<file path="src/rtl/apb3_bridge_pkg.sv">
// Shared types for the APB3 bridge: FSM state encoding and the buffered request.
package apb3_bridge_pkg;

  localparam int REQ_ADDR_W = 32;
  localparam int REQ_DATA_W = 32;
  localparam int REQ_SEL_W  = 3;

  typedef enum logic [1:0] {
    IDLE,
    SETUP,
    ACCESS
  } apb_state_e;

  typedef struct packed {
    logic                  write;
    logic [REQ_ADDR_W-1:0] addr;
    logic [REQ_DATA_W-1:0] wdata;
    logic [REQ_SEL_W-1:0]  sel;
  } apb_req_t;

endpackage

</file>
<file path="src/rtl/apb_wait_timer.sv">
// Counts ACCESS cycles with PREADY low; expired_o flags the count reaching TIMEOUT_CYC.
module apb_wait_timer #(
  parameter int TIMEOUT_CYC = 16
) (
  input  logic Hclk,
  input  logic Hresetn,
  input  logic clr_i,
  input  logic inc_i,
  output logic expired_o
);

  localparam int CNT_W = (TIMEOUT_CYC > 0) ? $clog2(TIMEOUT_CYC + 1) : 1;
  localparam logic [CNT_W-1:0] CNT_MAX = CNT_W'(TIMEOUT_CYC);

  logic [CNT_W-1:0] cnt_q, cnt_d;

  // Saturates at CNT_MAX so a zero timeout keeps the counter parked at 0.
  always_comb begin
    cnt_d = cnt_q;
    if (clr_i)                         cnt_d = '0;
    else if (inc_i && cnt_q != CNT_MAX) cnt_d = cnt_q + CNT_W'(1);
  end

  always_ff @(posedge Hclk or negedge Hresetn) begin
    if (!Hresetn) cnt_q <= '0;
    else          cnt_q <= cnt_d;
  end

  assign expired_o = (TIMEOUT_CYC != 0) && (cnt_q == CNT_MAX);

endmodule

</file>
<file path="src/rtl/apb3_bridge_ctrl.sv">
// Request/response to APB3 master bridge with a one-entry request buffer,
// back-to-back transfers, decode-error and PREADY timeout handling.
module apb3_bridge_ctrl
  import apb3_bridge_pkg::*;
#(
  parameter int ADDR_W      = 32,
  parameter int DATA_W      = 32,
  parameter int NUM_SLV     = 3,
  parameter int TIMEOUT_CYC = 16
) (
  input  logic              Hclk,
  input  logic              Hresetn,
  input  logic              req_valid,
  output logic              req_ready,
  input  logic              req_write,
  input  logic [ADDR_W-1:0] req_addr,
  input  logic [DATA_W-1:0] req_wdata,
  input  logic [2:0]        req_sel,
  output logic              rsp_valid,
  output logic [DATA_W-1:0] rsp_rdata,
  output logic              rsp_err,
  output logic [ADDR_W-1:0] Paddr,
  output logic              Pwrite,
  output logic [DATA_W-1:0] Pwdata,
  output logic [NUM_SLV-1:0] Pselx,
  output logic              Penable,
  input  logic              Pready,
  input  logic [DATA_W-1:0] Prdata,
  input  logic              Pslverr
);

  apb_state_e        state_q;
  apb_req_t          buf_q, buf_d;
  logic              buf_full_q, buf_full_d, req_ready_q;
  logic [ADDR_W-1:0] paddr_q;
  logic [DATA_W-1:0] pwdata_q, rsp_rdata_q;
  logic [NUM_SLV-1:0] pselx_q;
  logic              pwrite_q, penable_q, rsp_valid_q, rsp_err_q;
  logic              accept, sel_ok, done, launch, drain, tmo;

  always_comb begin
    accept = req_valid && req_ready_q;
    sel_ok = int'(buf_q.sel) < NUM_SLV;
    done   = (state_q == ACCESS) && (Pready || tmo);
    launch = buf_full_q && sel_ok && ((state_q == IDLE) || done);
    // A bad select only drains from IDLE, so its error pulse never collides
    // with a completion pulse.
    drain  = launch || (buf_full_q && !sel_ok && (state_q == IDLE));
    buf_d  = '{write: req_write, addr: REQ_ADDR_W'(req_addr),
               wdata: REQ_DATA_W'(req_wdata), sel: req_sel};
    buf_full_d = buf_full_q;
    if (accept)     buf_full_d = 1'b1;
    else if (drain) buf_full_d = 1'b0;
  end

  apb_wait_timer #(.TIMEOUT_CYC(TIMEOUT_CYC)) u_wait_timer (
    .Hclk      (Hclk),
    .Hresetn   (Hresetn),
    .clr_i     (launch),
    .inc_i     ((state_q == ACCESS) && !Pready),
    .expired_o (tmo)
  );

  always_ff @(posedge Hclk or negedge Hresetn) begin
    if (!Hresetn) begin
      state_q     <= IDLE;
      buf_q       <= '0;
      buf_full_q  <= 1'b0;
      req_ready_q <= 1'b1;
      paddr_q     <= '0;
      pwrite_q    <= 1'b0;
      pwdata_q    <= '0;
      pselx_q     <= '0;
      penable_q   <= 1'b0;
      rsp_valid_q <= 1'b0;
      rsp_rdata_q <= '0;
      rsp_err_q   <= 1'b0;
    end else begin
      buf_full_q  <= buf_full_d;
      req_ready_q <= ~buf_full_d;
      if (accept) buf_q <= buf_d;
      rsp_valid_q <= 1'b0;
      rsp_err_q   <= 1'b0;
      rsp_rdata_q <= '0;
      case (state_q)
        IDLE: begin
          if (buf_full_q && !sel_ok) begin
            rsp_valid_q <= 1'b1;
            rsp_err_q   <= 1'b1;
          end
        end
        SETUP: begin
          state_q   <= ACCESS;
          penable_q <= 1'b1;
        end
        ACCESS: begin
          if (done) begin
            rsp_valid_q <= 1'b1;
            rsp_err_q   <= Pready ? Pslverr : 1'b1;
            rsp_rdata_q <= (Pready && !pwrite_q) ? Prdata : '0;
            state_q     <= IDLE;
            pselx_q     <= '0;
            penable_q   <= 1'b0;
          end
        end
        default: state_q <= IDLE;
      endcase
      if (launch) begin
        state_q   <= SETUP;
        paddr_q   <= ADDR_W'(buf_q.addr);
        pwrite_q  <= buf_q.write;
        pwdata_q  <= DATA_W'(buf_q.wdata);
        pselx_q   <= NUM_SLV'(1) << buf_q.sel;
        penable_q <= 1'b0;
      end
    end
  end

  assign req_ready = req_ready_q;
  assign rsp_valid = rsp_valid_q;
  assign rsp_rdata = rsp_rdata_q;
  assign rsp_err   = rsp_err_q;
  assign Paddr     = paddr_q;
  assign Pwrite    = pwrite_q;
  assign Pwdata    = pwdata_q;
  assign Pselx     = pselx_q;
  assign Penable   = penable_q;

endmodule

</file>
<file path="config.mk">
export PLATFORM = sky130hd
export DESIGN_NAME = apb3_bridge_ctrl
export DESIGN_NICKNAME = d
export VERILOG_FILES = /design/src/rtl/apb3_bridge_pkg.sv /design/src/rtl/apb_wait_timer.sv /design/src/rtl/apb3_bridge_ctrl.sv
export SDC_FILE = /design/constraint.sdc
export NUM_CORES = 1
export LEC_CHECK = 0
export CORE_ASPECT_RATIO = 2
export CORE_MARGIN = 3
export CORE_UTILIZATION = 42
export CTS_BUF_LIST = sky130_fd_sc_hd__clkbuf_16
export CTS_CLUSTER_DIAMETER = 60
export DETAILED_ROUTE_END_ITERATION = 6
export PLACE_DENSITY = 0.76
export SLEW_MARGIN = 20
export SYNTH_ARGS = -nofsm -noshare
export SYNTH_HDL_FRONTEND = slang
export SYNTH_SLANG_ARGS = --single-unit
export TNS_END_PERCENT = 20
</file>
<file path="constraint.sdc">
create_clock -name Hclk -period 1.99 [get_ports Hclk]
set_input_delay 0.2985 -clock Hclk [delete_from_list [all_inputs] [get_ports Hclk]]
set_output_delay 0.2985 -clock Hclk [all_outputs]
set_load 0.02 [all_outputs]
</file>
== Word level (Yosys, flattened, before mapping) ==
Cells that the tools add are included.

* $add $sub $neg: 1
* Multipliers: 0
* Divide/modulo/power cells: 0
* Magnitude comparators: 1
* Eq/ne operators: 6
* Shifts and indexed selects: 1
* Mux-type cells: 22
* Bitwise gates (word level): 1
* Reduce and logical (&&, ||, !) cells: 23

{| class="wikitable"
|+ Operators with widths
! cell !! count
|-
| 32-bit 2-to-1 mux || 3
|-
| 5-bit 2-to-1 mux || 2
|-
| 1-bit logical AND || 9
|-
| 3-bit 2-to-1 mux || 3
|-
| 1-bit 2-to-1 mux || 8
|-
| 1-bit one-hot mux with 2 select lines || 3
|-
| 2-bit one-hot mux with 3 select lines || 1
|-
| 2-bit AND reduction || 3
|-
| 2-bit nonzero test || 3
|-
| 5-bit by 1-bit adder with 5-bit output (second input constant) || 1
|-
| 5-bit equality test (second input constant) || 1
|-
| 5-bit != test (second input constant) || 1
|-
| 2-bit 2-to-1 mux || 2
|-
| 1-bit logical NOT || 3
|-
| 1-bit logical OR || 3
|-
| 3-bit by 2-bit less-than comparator with 1-bit output (second input constant) || 1
|-
| 3-bit != test (second input constant) || 1
|-
| 3-bit nonzero test || 1
|-
| 1-bit by 3-bit left shift with 3-bit output (first input constant) || 1
|-
| 2-bit by 1-bit equality test with 1-bit output (second input constant) || 1
|-
| 2-bit equality test (second input constant) || 1
|-
| 2-bit logical NOT || 1
|-
| 2-bit != test (second input constant) || 1
|-
| 1-bit NOT || 1
|}

* Bits in registers: 180
* Bits in latches: 0
* Memory bits (writable): 0
* Bits in read-only memories: 0
* Word-level logic and storage cells: 71
* Memories kept: 0

== Depth between registers and ports, before layout ==
Gate-level depths: netlist (run 1).

* Word-level depth: 9
* Depth in mapped cells: 8
* Gate-level depth less buffers: 6

== By module ==
From an unflattened synthesis (run 1), not the netlist that was laid out.

* Cells, all modules: 435
* Area, all modules: 6912.9 um2

{| class="wikitable"
|+ Modules (own cells, without submodules)
! module !! times used !! cells an instance !! area an instance (um2) !! sequential area each (um2)
|-
| apb3_bridge_ctrl || 1 || 408 || 6632.6 || 4380.5
|-
| apb_wait_timer || 1 || 27 || 280.3 || 125.1
|}

== Least setup slack after synthesis (run 1) ==
OpenSTA, ideal clock, no wires.

* Path kind: reg2reg
* From: reg u_wait_timer.cnt_q[0]
* To: reg paddr_q[10] (netlist: Paddr[10])
* Library setup time: 0.125 ns
* Arrival time: 1.770 ns
* Required time: 1.865 ns
* Setup slack: 0.095 ns
* Cell stages (with the launch flop): 9
* Period minus slack after synthesis: 1.895 ns
* Path through: dfrtp_1 -> inv_1 -> ha_1 -> nor4bb_1 -> buf_4 -> o2111ai_4 -> inv_2 -> buf_6 -> mux2_2

* Cells in the longest elaborated chain, start to end: 5

{| class="wikitable"
|+ RTL lines
! what !! RTL line !! RTL
|-
| start: declaration || apb_wait_timer.sv:15 || <nowiki>logic [CNT_W-1:0] cnt_q, cnt_d;</nowiki>
|-
| start signal: assignment || apb_wait_timer.sv:26 || <nowiki>else cnt_q <= cnt_d;</nowiki>
|-
| 5-bit equality test || apb_wait_timer.sv:29 || <nowiki>assign expired_o = (TIMEOUT_CYC != 0) && (cnt_q == CNT_MAX);</nowiki>
|-
| 1-bit logical OR || apb3_bridge_ctrl.sv:44 || <nowiki>done = (state_q == ACCESS) && (Pready || tmo);</nowiki>
|-
| 1-bit logical AND || apb3_bridge_ctrl.sv:44 ||
|-
| 1-bit logical OR || apb3_bridge_ctrl.sv:45 || <nowiki>launch = buf_full_q && sel_ok && ((state_q == IDLE) || done);</nowiki>
|-
| 1-bit logical AND || apb3_bridge_ctrl.sv:45 ||
|-
| end signal: assignment || apb3_bridge_ctrl.sv:110 || <nowiki>paddr_q <= ADDR_W'(buf_q.addr);</nowiki>
|-
| end: declaration || apb3_bridge_ctrl.sv:35 || <nowiki>logic [ADDR_W-1:0] paddr_q;</nowiki>
|}

Every way passes these cells.
A chain may end at the register's enable or synchronous reset.

== Worst setup path in the final report (run 1) ==
* From: reg u_wait_timer.cnt_q[1]
* To: reg pselx_q[0] (netlist: Pselx[0])

* Cells in the longest elaborated chain, start to end: 7
* Elaborated cells between the ends (all ways): 9
* Classes of those cells: eq/ne (1); mux (1); reduce/logical (7)

{| class="wikitable"
|+ RTL lines
! what !! RTL line !! RTL
|-
| 5-bit equality test (*) || apb_wait_timer.sv:29 ||
|-
| 1-bit logical OR (*) || apb3_bridge_ctrl.sv:44 ||
|-
| 1-bit logical AND (*) || apb3_bridge_ctrl.sv:44 ||
|-
| 1-bit logical OR || apb3_bridge_ctrl.sv:45 ||
|-
| 1-bit logical AND || apb3_bridge_ctrl.sv:45 ||
|-
| 2-bit nonzero test (no source line) || -- ||
|-
| 2-bit AND reduction (no source line) || -- ||
|-
| end signal: assignment || apb3_bridge_ctrl.sv:113 || <nowiki>pselx_q <= NUM_SLV'(1) << buf_q.sel;</nowiki>
|-
| end: declaration || apb3_bridge_ctrl.sv:37 || <nowiki>logic [NUM_SLV-1:0] pselx_q;</nowiki>
|}

Mark *: on every way between the ends. The rest lies on a longest branch, timed or not.

==> impl_metrics.tcl, run 1 <==
set metrics [dict create \
    outcome "completed" \
    p_sw_frac 0.324 \
    slew_headroom 0.588 \
    cp_top_family "buffers and inverters" \
    synth_common_cells "dfrtp_1 (179), mux2_2 (133), and2_1 (33), clkbuf_1 (13), a21oi_1 (6)" \
    coreArea_um2 15500 \
    worst_pin_slew_ns 0.618 \
    power_frac_comb 0.410 \
    dpl_worst_slack_ns -0.0620 \
    powerDensity_nw_per_um2 1570 \
    worstSkewPairLatency_ns 0.43 \
    fin_crit_ns 1.94 \
    path_cells "inv_1 -> ha_2 -> nor4bb_4 -> buf_4 -> o2111ai_4 -> clkinv_4 -> buf_16 -> buf_6 -> a32o_1" \
    peakVddDrop_uv 649 \
    crit_path_top_delay_cell "dfrtp_1" \
    synthArstFlopShare 1.00 \
    clockRootBuffer "clkbuf_16" \
    power.share.sequential 0.394 \
    synth_top_area_frac 0.670 \
    cts.clk_slew.worst_paths_ns 0.07 \
    syn_nets 526 \
    gp_congestion 0.767 \
    initial_utilization 0.433 \
    fin_ws_ns 0.0450 \
    critical_path.max_fanout 7 \
    synth_adder_area_share 0.00374 \
    critPathLaunchType "flop" \
    synth_area_leaders "dfrtp_1 (67%), mux2_2 (22%), and2_1 (3.1%)" \
    fp.dieW_um 95.2 \
    p_sw_mw 5.02 \
    critPathRequiredTime_ns 2.30 \
    synth_ff_type "dfrtp_1" \
    io_pins 209 \
    antenna_found_initial 1 \
    cts_buffers 17 \
    grt_pass1_wl_mm 25.3 \
    slew_viol_final 0 \
    grt_max_degree 64 \
    drt_iter0_markers 86 \
    ys_warn_count 0 \
    drc 0 \
    slowest_delay_ns 0.35 \
    finalCritPeriodShare 0.977 \
    drive_gt1_frac 0.300 \
    p_clk_frac 0.196 \
    cts_max_path_buffers 2 \
    ys_ff_latch 180 \
    power_leakage_nw 4.24 \
    wl_per_cell_um 18.7 \
    clock_skew_ns 0.0114 \
    synth_top_family_by_area "multiplexers" \
    numPortBuffers 208 \
    vias 4268 \
    synth_compound_area_frac 0.0238 \
    final_util 0.639 \
    path_class "reg2reg" \
    hold_path.class "in2reg" \
    rows 64 \
    max_freq_mhz 514 \
    setup_violations 0 \
    cp.buffers_inverters 5 \
    first_pass_iters 4 \
    yosys.area_share.simple 0.0546 \
    seq_area_frac_synth 0.673 \
    synthMuxAreaShare 0.224 \
    synth_edf_count 0 \
    clock_sinks 180 \
    hold_violations 0 \
    postSynthCellCount 419 \
    synth_cell_types 32 \
    grt_usage 0.193 \
    dp_hpwl_mm 11.7 \
    synth-xor-area-share 0 \
    synth_top_cell_by_area "dfrtp_1" \
    p_int_mw 10.5 \
    synth_area_um2 6690 \
    cts_max_level 4 \
    wirelength_mm 16.2 \
    dieArea_um2 17600 \
    arrival_ns 2.26 \
    grt_pass1_vias 4882 \
    areaGrowthSynthToFinish_pct 47.6 \
    endpoint_kind "flop" \
    fin_nets 761 \
    n_antenna_cell 0 \
    rsz0062_at_grt "yes" \
    nFillCells 1130 \
    grt-ovfl-total 0 \
    postRouteAntennaNets 0 \
    yosysMostFrequentCell "dfrtp_1" \
    avgSynthCellArea_um2 16.0 \
    cap_violations 0 \
    viasPerCell 4.93 \
    cts_tree "done" \
    die_y_um 184 \
]
repair_timing:
action / 4_1_cts / 5_1_grt
endpoints found under the setup margin: 28 / 65
buffers inserted: 2 / 2
cloned: 1 / 2
hold buffers: 1 / 0
pin swaps: 1 / 2
hold endpoints to repair: 58 / 0
resized for setup: 4 / 16
state kept, by name, indices dropped and copies added (netlist names):
| register | count |
|---|---|
| req_ready | 1 |
| Pwrite | 1 |
| Paddr | 32 |
| buf_q | 68 |
| u_wait_timer.cnt_q | 5 |
| rsp_rdata | 32 |
| rsp_err | 1 |
| buf_full_q | 1 |
| Penable | 1 |
| Pwdata | 32 |
| state_q | 2 |
| rsp_valid | 1 |
| Pselx | 3 |
stage by stage:
| step | setup TNS, ns | power (mW) | hold WS, ns | instance area (µm²) | instances |
|---|---|---|---|---|---|
| floorplan | 0 | 9.41 | 0.00291 | 6690 | 419 |
| global placement | -0.152 | 11.9 | 0.328 | 9150 | 825 |
| detailed placement | -1.22 | 12.2 | 0.338 | 9150 | 825 |
| CTS | 0 | 15.5 | 0.400 | 9750 | 861 |
| global route | -0.506 | 16.3 | 0.405 | 9880 | 865 |
| finish | 0 | 15.5 | 0.417 | 9880 | 865 |
power by group through the flow:
stage	logic, mW	registers (mW)	clock network (mW)
2_1_floorplan	2.52	6.90	0
3_3_place_gp	5.86	6.05	0
3_5_place_dp	6.04	6.17	0
4_1_cts	6.21	6.12	3.13
5_1_grt	6.76	6.29	3.27
6_report	6.36	6.10	3.04
final timing paths:
check | end | startpoint | slack (ns) | cells past startpoint
max reg2reg | Pselx[0]$_DFFE_PN0P_ | u_wait_timer.cnt_q[1]$_DFFE_PN0P_ | 0.05 | 9
min | rsp_rdata[13]$_DFF_PN0_ | Prdata[13] | 0.42 | 2
max | Pselx[0]$_DFFE_PN0P_ | u_wait_timer.cnt_q[1]$_DFFE_PN0P_ | 0.05 | 9
min reg2reg | Paddr[28]$_DFFE_PN0P_ | buf_q[63]$_DFFE_PN0P_ | 0.50 | 1
min in group asynchronous | buf_q[59]$_DFFE_PN0P_ | Hresetn | 0.43 | 2
max in group asynchronous | Pwdata[10]$_DFFE_PN0P_ | Hresetn | 0.87 | 3
logic make-up after synthesis:
kind of cell | Yosys count
buffers and inverters | 25
AOI/OAI and AO/OA | 20
muxes | 133
adders and majority gates | 2
DFF | 180
and+or+nand+nor | 59
layout make-up:
class | count | area [µm²] | share of cell area
sequential | 180 | 4510 | 0.456
timing repair buffer | 237 | 2460 | 0.249
multi-input combinational | 214 | 2110 | 0.214
clock buffer | 17 | 425 | 0.0431
tap | 198 | 248 | 0.0251
clock inverter | 15 | 108 | 0.0109
inverter | 4 | 20.0 | 0.00203
routing by layer:
layer	vias up	global-route usage	wire (µm)
met5	-	0	7
met4	2	0.0914	485
met3	29	0.0580	1040
met2	161	0.349	9190
met1	2153	0.198	5450
li1	1923	-	-
worst reg2reg max path, delay by kind of cell (launching register included):
family	cells	cell delay, ns
fa+ha+maj	1	0.18
simple gates	1	0.15
compound gates	2	0.48
buf+inv	5	0.68
flops	1	0.35
placed cells by master, fill, tap and decap left out, types with 3 or more instances in the layout:
master,count
nor2b_1,3
nand2_1,5
buf_12,7
inv_1,4
dfrtp_1,179
clkdlybuf4s50_1,207
buf_4,15
a32o_1,3
mux2_2,123
clkbuf_16,19
nand2b_1,5
inv_6,5
clkinv_4,5
and2_1,32
o31ai_1,5
buf_6,3
a21oi_1,6
mux2_4,10
(Power assumes the default switching activity.)
==> run 2, diff against run 1 <==
CORE_ASPECT_RATIO = 1.5   (was 2)
==> run 2 against run 1 <==
Cell count decreased by 1.3%; sequential power hardly changed; global-route usage decreased by 1.5 points; sequential share of layout area up 0.61 points; cell area fell by 1.3%; total power decreased by 1.1%; clock-buffer cell count stayed put; non-clock buffer count decreased by 12; critical path type unchanged; critical endpoint is now Paddr[12]$_DFFE_PN0P_.
==> impl_metrics.tcl, run 2 (synthesized netlist as in run 1, its figures left out) <==
set metrics [dict create \
    dieArea_um2 17500 \
    critical_path.max_fanout 18 \
    fp.dieW_um 109 \
    n_antenna_cell 0 \
    slew_headroom 0.670 \
    first_pass_iters 4 \
    coreArea_um2 15300 \
    design_area_um2 9750 \
    clock_sinks 180 \
    power_leakage_nw 4.15 \
    wirelength_mm 14.9 \
    grt_usage 0.178 \
    cts_tree "done" \
    slew_viol_final 0 \
    critPathLaunchType "flop" \
    critPathRequiredTime_ns 2.28 \
    place_area_um2 9110 \
    viasPerCell 4.86 \
    antenna_found_initial 0 \
    cts_buffers 17 \
    grt_pass1_vias 4750 \
    tns_ns 0 \
    initial_utilization 0.436 \
    drt_iter0_markers 110 \
    dpl_worst_slack_ns -0.0496 \
    peakVddDrop_uv 865 \
    grt_pass1_wl_mm 24.2 \
    cts_max_path_buffers 2 \
    arrival_ns 2.20 \
    cts_max_level 4 \
    clock_skew_ns 0.0114 \
    fin_nets 749 \
    drc 0 \
    path_class "reg2reg" \
    fin_cells 854 \
    mostFrequentLayoutCells "clkdlybuf4s50_1 (207), dfrtp_1 (179), mux2_2 (133)" \
    endpoint_kind "flop" \
    grt_max_degree 50 \
    drive_gt1_frac 0.287 \
    hold_violations 0 \
    areaGrowthSynthToFinish_pct 45.7 \
    dp_hpwl_mm 11.1 \
    largest_reg_flops 68 \
    fin_ws_ns 0.0806 \
    outcome "completed" \
    io_pins 209 \
    rows 55 \
    grt-ovfl-total 0 \
    die_y_um 161 \
    dp.cells 821 \
    setup_violations 0 \
    vias 4151 \
    regMostFlops "buf_q" \
    rsz0062_at_grt "no" \
    cts.clk_slew.worst_paths_ns 0.07 \
    finalCritPeriodShare 0.959 \
    postRouteAntennaNets 0 \
    hold_path.class "in2async" \
    fin_crit_ns 1.91 \
    wl_per_cell_um 17.5 \
    worstSkewPairLatency_ns 0.42 \
    numPortBuffers 208 \
    clockRootBuffer "clkbuf_16" \
    powerDensity_nw_per_um2 1570 \
    gp_congestion 0.736 \
    max_freq_mhz 524 \
    layout_commonest_cell "clkdlybuf4s50_1" \
    cap_violations 0 \
    postCtsSetupBuffers 0 \
    worst_pin_slew_ns 0.495 \
]
run 2: what timing repair did:
action                                  CTS  global route
endpoints found under the hold margin    45             0
pin swaps                                 0             0
resized for setup                         2             3
endpoints found under the setup margin   28            33
hold buffers                              1             0
run 2: report_power, final:
part	internal (mW)	leakage, nW	switching [mW]	total, mW
clock network	1.89	0.288	1.45	3.35
registers	5.23	2.21	0.841	6.07
logic	3.36	1.66	2.55	5.92
run 2: cell type report:
type                            count  area [µm²]
Clock buffer                       17         425
Clock inverter                     15         171
Fill cell                        1151        5600
Tap cell                          199         249
Sequential cell                   180        4510
Inverter                            4        17.5
Multi-Input combinational cell    214        2070
Timing Repair Buffer              225        2310
run 2: through the flow:
stage / total power [mW] / util / hold WS, ns
after floorplan: 9.41 / - / 0.00291
after global placement: 11.8 / 0.594 / 0.270
after detailed placement: 12.1 / 0.594 / 0.276
after CTS: 15.5 / 0.634 / 0.404
after global routing: 16.2 / 0.635 / 0.415
final: 15.3 / 0.635 / 0.398
run 2: path summary, 6_finish.rpt:
| kind | cells past startpoint | slack, ns | to | startpoint |
|---|---|---|---|---|
| max in group asynchronous | 3 | 0.96 | Paddr[5]$_DFFE_PN0P_ | Hresetn |
| setup reg to reg | 8 | 0.08 | Paddr[12]$_DFFE_PN0P_ | u_wait_timer.cnt_q[1]$_DFFE_PN0P_ |
| hold reg to reg | 1 | 0.50 | Pwdata[10]$_DFFE_PN0P_ | buf_q[13]$_DFFE_PN0P_ |
| min in group Hclk | 2 | 0.43 | rsp_rdata[30]$_DFF_PN0_ | Prdata[30] |
| hold / removal | 2 | 0.40 | buf_q[23]$_DFFE_PN0P_ | Hresetn |
| setup / recovery | 8 | 0.08 | Paddr[12]$_DFFE_PN0P_ | u_wait_timer.cnt_q[1]$_DFFE_PN0P_ |
run 2: layer usage:
layer  GRT usage  vias up  wire [µm]
met1       0.191     2115       5330
met3      0.0543       14        887
met4      0.0574        0        252
met2       0.326      123       8440
met5           0        -          0
li1            -     1899          -
run 2: critical path, stage by stage, from the launching register on:
cell and delay, ns:
dfrtp_1 0.38, inv_1 0.06, ha_1 0.14, nor4bb_4 0.20, buf_4 0.17, o2111ai_4 0.16, inv_4 0.15, buf_12 0.17
mux2_2 0.35
==> run 3, diff against run 2 <==
CORE_UTILIZATION = 25   (was 42)
PLACE_DENSITY = unset   (was 0.76)
==> run 3 against run 2 <==
Non-clock buffer count is 11 higher; global-route usage is 6.6 points lower; flip-flop and latch count stayed put; critical path type unchanged; clock power is 3% higher; clock skew is 0.0027 ns lower; clock-buffer cell count stayed put; critical path depth stayed put; maximum frequency is 0.17% higher; via count is 0.94% higher; cell area is 4.1% higher.
==> impl_metrics.tcl, run 3 (synthesized netlist as in run 1, its figures left out) <==
set metrics [dict create \
    outcome "completed" \
    crit_cells 8 \
    n_antenna_cell 0 \
    peakVddDrop_uv 646 \
    cts_buffers 17 \
    cts_tree "done" \
    worst_hold_slack_ns 0.390 \
    path_cells "inv_2 -> ha_4 -> nor4bb_4 -> buf_4 -> o2111ai_4 -> buf_4 -> buf_12 -> mux2_2" \
    powerDensity_nw_per_um2 1570 \
    power_leakage_nw 4.29 \
    p_total_mw 15.9 \
    rows 72 \
    grt-ovfl-total 0 \
    power.share.sequential 0.379 \
    fp.dieW_um 140 \
    grt_pass1_wl_mm 24.9 \
    max_freq_mhz 525 \
    gp_congestion 0.725 \
    endpoint_kind "flop" \
    slowest_delay_ns 0.36 \
    layout_commonest_cell "clkdlybuf4s50_1" \
    numPortBuffers 208 \
    grt_pass1_vias 4610 \
    cts.clk_slew.worst_paths_ns 0.07 \
    critPathRequiredTime_ns 2.30 \
    cap_violations 0 \
    fin_nets 760 \
    critical_path.max_fanout 14 \
    cts_max_level 4 \
    worst_pin_slew_ns 0.492 \
    regMostFlops "buf_q" \
    grt_usage 0.112 \
    die_y_um 206 \
    tns_ns 0 \
    p_int_mw 10.9 \
    slew_headroom 0.671 \
    cts_max_path_buffers 2 \
    hold_path.class "in2async" \
    rr_worst_depth 8 \
    largest_reg_flops 68 \
    path_class "reg2reg" \
    worstSkewPairLatency_ns 0.43 \
    mostFrequentLayoutCells "clkdlybuf4s50_1 (207), dfrtp_1 (179), mux2_2 (114)" \
    grt_max_degree 48 \
    viasPerCell 4.19 \
    fin_crit_ns 1.91 \
    fin_cells 999 \
    drt_iter0_markers 125 \
    slew_viol_final 0 \
    clock_sinks 180 \
    p_sw_frac 0.313 \
    rsz0062_at_grt "yes" \
    cp_top_family "buffers and inverters" \
    dieArea_um2 28800 \
    p_clk_frac 0.216 \
    initial_utilization 0.257 \
    wirelength_mm 16.2 \
    drc 0 \
    dpl_worst_slack_ns -0.0106 \
    io_pins 209 \
    finalCritPeriodShare 0.958 \
    postRouteAntennaNets 0 \
    antenna_found_initial 0 \
    dp_hpwl_mm 11.4 \
    coreArea_um2 26000 \
    dp.cells 963 \
    arrival_ns 2.22 \
    p_sw_mw 4.97 \
    vias 4190 \
    drive_gt1_frac 0.306 \
    clockRootBuffer "clkbuf_16" \
    power_frac_comb 0.405 \
    clock_skew_ns 0.00867 \
    critPathLaunchType "flop" \
    setup_violations 0 \
    crit_top_cell "buf_4" \
    areaGrowthSynthToFinish_pct 51.6 \
    wl_per_cell_um 16.2 \
    fin_ws_ns 0.0839 \
    crit_path_top_delay_cell "dfrtp_1" \
    cp.buffers_inverters 4 \
    first_pass_iters 4 \
    hold_violations 0 \
]
run 3: layer usage:
layer | vias up | share of wire | global-route usage
met1 | 2134 | 0.37 | 0.114
met2 | 124 | 0.56 | 0.211
li1 | 1914 | - | -
met3 | 18 | 0.058 | 0.0391
met4 | 0 | 0.015 | 0.0436
met5 | - | 0 | 0
run 3: area by class of cell:
type                            instances  area (µm²)
Clock buffer                           17         425
Clock inverter                         15         176
Fill cell                            2460       15900
Inverter                                4        20.0
Multi-Input combinational cell        214        2150
Sequential cell                       180        4510
Tap cell                              333         417
Timing Repair Buffer                  236        2450
run 3: power by group through the flow:
stage | Combinational [mW] | Clock (mW) | Sequential (mW)
final | 6.44 | 3.44 | 6.04
after global routing | 6.87 | 3.73 | 6.26
after CTS | 6.14 | 3.58 | 6.04
after detailed placement | 6.12 | 0 | 6.11
after global placement | 6.05 | 0 | 6.06
after floorplan | 2.52 | 0 | 6.90
run 3: repair_timing:
item	in CTS	in global routing
pin swaps	0	2
resized for setup	1	29
endpoints found under the hold margin	39	0
setup buffers	0	1
endpoints found under the setup margin	28	59
gates cloned	0	3
hold buffers	1	0
run 3: worst paths after layout:
| check | from | endpoint | slack [ns] |
|---|---|---|---|
| setup / recovery | u_wait_timer.cnt_q[1]$_DFFE_PN0P_ | Pwdata[9]$_DFFE_PN0P_ | 0.08 |
| hold / removal | Hresetn | Pwdata[6]$_DFFE_PN0P_ | 0.39 |
| setup reg to reg | u_wait_timer.cnt_q[1]$_DFFE_PN0P_ | Pwdata[9]$_DFFE_PN0P_ | 0.08 |
| hold reg to reg | buf_q[32]$_DFFE_PN0P_ | Pwdata[29]$_DFFE_PN0P_ | 0.50 |
| max in group asynchronous | Hresetn | Paddr[2]$_DFFE_PN0P_ | 0.98 |
| min in group Hclk | Prdata[10] | rsp_rdata[10]$_DFF_PN0_ | 0.41 |
run 3: per-stage QoR:
step / cell area (µm²) / utilization
floorplan: 6690 / -
global placement: 9360 / 0.359
detailed placement: 9360 / 0.359
CTS: 9970 / 0.383
global route: 10100 / 0.390
finish: 10100 / 0.390
